===== src/rtl/dm_access_arbiter.sv =====
// dm_access_arbiter: round-robin arbiter giving a core port and a loader port 3-cycle access to data memory
module dm_access_arbiter #(
  parameter int MEM_BYTES = 64
) (
  input  logic        clk,
  input  logic        rst_n,
  input  logic        CReq,
  input  logic [31:0] CAddr,
  input  logic [31:0] CDataWr,
  input  logic        CWr,
  input  logic [2:0]  CCtrl,
  output logic        CGnt,
  output logic        CValid,
  input  logic        LReq,
  input  logic [31:0] LAddr,
  input  logic [31:0] LDataWr,
  input  logic        LWr,
  input  logic [2:0]  LCtrl,
  output logic        LGnt,
  output logic        LValid,
  output logic [31:0] RdData,
  output logic        Err,
  output logic [31:0] DMAddress,
  output logic [31:0] DMDataWr,
  output logic        DMWr,
  output logic [2:0]  DMCtrl,
  input  logic [31:0] DMDataRd,
  output logic        Busy
);
  typedef enum logic [1:0] {IDLE, ACCESS, RESP} state_t;
  state_t      state;
  logic        last_l, win_l, wr_q, err_q;
  logic [31:0] addr_q, data_q;
  logic [2:0]  ctrl_q;
  logic        pick_l, sel_wr, sel_err, ctrl_ok;
  logic [31:0] sel_addr, sel_data;
  logic [2:0]  sel_ctrl, sz;
  logic [32:0] end_addr;
  assign pick_l   = LReq && (!CReq || !last_l);
  assign sel_addr = pick_l ? LAddr : CAddr;
  assign sel_data = pick_l ? LDataWr : CDataWr;
  assign sel_wr   = pick_l ? LWr : CWr;
  assign sel_ctrl = pick_l ? LCtrl : CCtrl;
  assign ctrl_ok  = sel_ctrl inside {3'b000, 3'b001, 3'b010, 3'b100, 3'b101};
  assign sz       = sel_ctrl[1:0] == 2'b00 ? 3'd1 : sel_ctrl[1:0] == 2'b01 ? 3'd2 : 3'd4;
  // last byte touched, one bit wider so addresses near 2^32 cannot wrap into range
  assign end_addr = {1'b0, sel_addr} + 33'(sz) - 33'd1;
  assign sel_err  = !ctrl_ok || (sel_wr && sel_ctrl[2]) ||
                    (sel_ctrl[1:0] == 2'b01 && sel_addr[0]) ||
                    (sel_ctrl[1:0] == 2'b10 && sel_addr[1:0] != 2'b00) ||
                    end_addr > 33'(MEM_BYTES - 1);
  assign DMAddress = addr_q;
  assign DMDataWr  = data_q;
  assign DMCtrl    = ctrl_q;
  assign Busy      = state != IDLE;
  // transaction FSM: accept and latch in IDLE, drive memory in ACCESS, respond in RESP
  always_ff @(posedge clk or negedge rst_n) begin
    if (!rst_n) begin
      state  <= IDLE;
      last_l <= 1'b1;
      win_l  <= 1'b0;
      addr_q <= '0;
      data_q <= '0;
      wr_q   <= 1'b0;
      ctrl_q <= '0;
      err_q  <= 1'b0;
      CGnt   <= 1'b0;
      LGnt   <= 1'b0;
      CValid <= 1'b0;
      LValid <= 1'b0;
      DMWr   <= 1'b0;
      RdData <= '0;
      Err    <= 1'b0;
    end else begin
      case (state)
        IDLE: if (CReq || LReq) begin
          state  <= ACCESS;
          addr_q <= sel_addr;
          data_q <= sel_data;
          wr_q   <= sel_wr;
          ctrl_q <= sel_ctrl;
          err_q  <= sel_err;
          last_l <= pick_l;
          win_l  <= pick_l;
          CGnt   <= !pick_l;
          LGnt   <= pick_l;
          DMWr   <= sel_wr && !sel_err;
        end
        ACCESS: begin
          state  <= RESP;
          CGnt   <= 1'b0;
          LGnt   <= 1'b0;
          DMWr   <= 1'b0;
          RdData <= (!wr_q && !err_q) ? DMDataRd : 32'd0;
          Err    <= err_q;
          CValid <= !win_l;
          LValid <= win_l;
        end
        RESP: begin
          state  <= IDLE;
          CValid <= 1'b0;
          LValid <= 1'b0;
        end
        default: state <= IDLE;
      endcase
    end
  end
endmodule


===== config.mk =====
export PLATFORM = sky130hd
export DESIGN_NAME = dm_access_arbiter
export DESIGN_NICKNAME = d
export VERILOG_FILES = /design/src/rtl/dm_access_arbiter.sv
export SDC_FILE = /design/constraint.sdc
export NUM_CORES = 1
export LEC_CHECK = 0
export BUFFER_PORTS_ARGS = -buffer_cell sky130_fd_sc_hd__buf_2
export CAP_MARGIN = 20
export CORE_UTILIZATION = 51
export CTS_BUF_LIST = sky130_fd_sc_hd__clkbuf_4
export CTS_CLUSTER_SIZE = 16
export DETAILED_ROUTE_END_ITERATION = 8
export PLACE_DENSITY = 0.84
export RECOVER_POWER = 25
export SLEW_MARGIN = 20
export SYNTH_ARGS = -nofsm -noshare
export SYNTH_HDL_FRONTEND = slang
export SYNTH_SLANG_ARGS = --single-unit
export TNS_END_PERCENT = 10

===== constraint.sdc =====
create_clock -name clk -period 6.1 [get_ports clk]
set_input_delay 1.83 -clock clk [delete_from_list [all_inputs] [get_ports clk]]
set_output_delay 1.83 -clock clk [all_outputs]
set_load 0.005 [all_outputs]

==> reports/metrics.csv <==
metric,value,unit
period_minus_slack,5650,ps
cts-resized-gates,0,
sw_frac_of_total,42.0,%
dp.final_hpwl,16200,um
finalHoldViolations,0,
netlist_area,6960,sq um
reg2reg_from,last_l,
final-setup-viol-count,0,
yosys-top-cells-area,"dfrtp_1 (40%), mux2i_1 (11%), o21ai_0 (8.8%), nand2_1 (7.6%), ha_1 (6.7%)",
r2r_setup_slack,1610,ps
syn_to_final_growth,25.7,%
arrival,6030,ps
drv_cap,2,
yosys.cell_types.count,65,
synth_edf_count,0,
critical_path_class,input pin to flip-flop,
detail_route.first_pass.iterations,5,
route.vias.total,6741,
clock-root-buffer,clkbuf_4,
post-cts-setup-buffer-count,0,
grt_remaining_overflow,0,
timing.critical_path.from_type,input pin,
placement.io_buffers,277,
rr_endpoint,err_q,
start_util,52.3,%
grt_antenna_before_repair,1,
status,"complete, but fails checks",
core.rowCount,42,
place_congestion,0.951,
setup_total_negative_slack,0,ps
final_max_slew_viol_count,118,
die-height,119,um
yosysMostFrequentCell,nand2_1,
endpoint_kind,flip-flop,
powerDensity,355,nW/um^2
rsz0062_at_grt,false,
route.final.wire_length,20000,um
final_antenna_net_count,0,
post_drt_wl_per_cell,15.8,um
violations,"max-capacitance violations, max-slew violations",
synth-main-ff-cell,dfrtp_1,
clock-skew-final,20.7,ps
worstMarginPinSlew,4090,ps
clk-insertion-delay-late,490,ps
power.internal,1.80,mW
synthesis.instances,815,
die_area,14100,sq um
drive_above_1_share,31.0,%
finalNetCount,1298,
synth_warnings,0,
data_required_time_of_the_critical_path,6480,ps
grt_pass1_vias,6438,
final_core_utilization,65.8,%
synth.ff_latch_count,111,
largest_net_degree_at_the_start_of_global_routing,92,
synthDominantCellAreaShare,39.6,%
first_pass_grt_wire_length,32300,um
cellLeakagePower,4.52,nW
cts_made_buffers,9,
post_synth_most_frequent_cells,"nand2_1 (141), o21ai_0 (123), dfrtp_1 (110)",
net-switching-power,1.30,mW
crit_path_start,CReq,
number_of_stages_on_the_worst_hold_path,2,
drc,0,
fmax,177,MHz
tritoncts_clock_tree,built,
synth_async_sr_flop_share,100,%
mappedNetlistNets,1025,
synth_sequential_area_ratio,39.9,%
initialDrtViolationCount,398,
vias_per_cell,5.31,
i_o_pin_count,278,
power_frac_seq,35.8,%
comb_power_share,51.0,%
cts_sinks,111,
worst-r2r-cell-count,16,
min_path_type,flip-flop to flip-flop,
hold_buffers,0,
htree_levels,3,
synth_largest_area_cell,dfrtp_1,
power.clock.fraction,13.2,%
min_period_over_period,92.7,%
grt_usage,28.8,%
max_slew_margin,-173,%
horizontal_extent_of_the_die,119,um
syn-mean-instance-area,8.54,sq um
core_box_area,13300,sq um
hold_path_startpoint,DMAddress[2],
path_clk_slew,160,ps
ctsLongestPathBuffers,2,
hold_path_end,DMAddress[2],
vdd.ir_drop.worst,0.000155,V
critical_path_peak_fanout,39,
==> stage by stage <==
step / power, mW / cells / setup WS, ps / cell area [sq um] / hold slack (ps)
after global placement: 2.67 / 1253 / -18.4 / 8600 / 456
after CTS: 3.12 / 1268 / 469 / 8760 / 497
after floorplan: 2.09 / 815 / 254 / 6960 / 451
after detailed placement: 2.71 / 1253 / -75.2 / 8600 / 465
final: 3.10 / 1269 / 445 / 8740 / 494
after global routing: 3.35 / 1269 / 37.8 / 8740 / 520
==> layout make-up <==
| type | count | area (sq um) |
|---|---|---|
| Inverter | 84 | 315 |
| Tap cell | 176 | 220 |
| Fill cell | 1168 | 4550 |
| Clock inverter | 6 | 91.3 |
| Antenna cell | 1 | 2.50 |
| Multi-Input combinational cell | 579 | 3680 |
| Timing Repair Buffer | 303 | 1580 |
| Clock buffer | 9 | 67.6 |
| Sequential cell | 111 | 2780 |
==> logic make-up (layout without fill, tap and decap cells) <==
group | after synthesis | after routing | share of synthesized area (%)
simple gates | 236 | 236 | 15.1
compound gates | 215 | 215 | 17.8
buf+inv | 125 | 402 | 7.43
flops | 111 | 111 | 39.9
mux | 79 | 79 | 11.5
fa+ha+maj | 38 | 38 | 6.94
xor+xnor | 11 | 11 | 1.39
other cells | 0 | 1 | 0
==> state kept, by name, summed over array words and instances, names as in the netlist, 2 cells and up <==
| name | cells |
|---|---|
| RdData | 32 |
| DMAddress | 32 |
| DMCtrl | 3 |
| state | 2 |
| DMDataWr | 32 |
==> cell usage in the layout (no fill, tap or decap), types with 3 or more instances in the layout <==
cell type	Yosys	layout
o21ai_0	123	122
dfrtp_1	110	110
buf_2	4	275
a2111oi_0	5	5
mux2_2	5	5
o21ai_1	5	5
a31oi_1	4	4
or3_1	3	3
a211oi_1	5	5
nor3_1	9	9
or4_1	4	4
inv_1	84	84
clkbuf_4	0	9
nand3_1	12	12
nor2_1	34	34
nor4_1	4	4
o211ai_1	3	3
ha_1	37	37
a21oi_1	41	41
a22oi_1	3	3
o21bai_1	3	3
nand2_1	141	141
clkbuf_1	23	4
buf_4	1	23
nand4_1	9	9
xnor2_1	9	9
o2111ai_1	3	3
mux2i_1	74	74
==> critical path, cell delays in order <==
cell and delay [ps]:
clkbuf_1 180, a21boi_4 330, buf_12 290, mux2i_1 330, ha_1 180, inv_1 40, ha_1 210, fa_1 360
a211oi_1 280, o21ai_2 120, a21oi_1 340, o21ai_0 210, xor2_1 180, a2111o_1 290, nor4_1 300, nand4_1 190
o32a_1 380
==> power by group through the flow <==
stage                     clock network [mW]  logic (mW)  registers, mW
final                                  0.411        1.58           1.11
after global routing                   0.447        1.77           1.14
after CTS                              0.421        1.59           1.11
after detailed placement                   0        1.58           1.13
after global placement                     0        1.56           1.11
after floorplan                            0       0.951           1.14
==> per-layer routing <==
layer / GRT usage [%] / wire length (um) / vias to the layer above / part of all wire [%]
met5: 0 / 0 / - / 0
met4: 8.86 / 392 / 0 / 2.0
met3: 5.41 / 1090 / 33 / 5.4
met2: 50.3 / 10100 / 219 / 50
met1: 35.8 / 8510 / 3140 / 42
li1: - / - / 3349 / -
==> worst max path at each step <==
stage,to,slack (ps),depth (start not counted)
2_1_floorplan,err_q,250,18
3_3_place_gp,err_q,-20,15
4_1_cts,err_q,470,17
3_5_place_dp,err_q,-80,17
5_1_grt,err_q,40,17
6_report,err_q,450,17
Note: power is estimated with default switching activity, not from simulation.
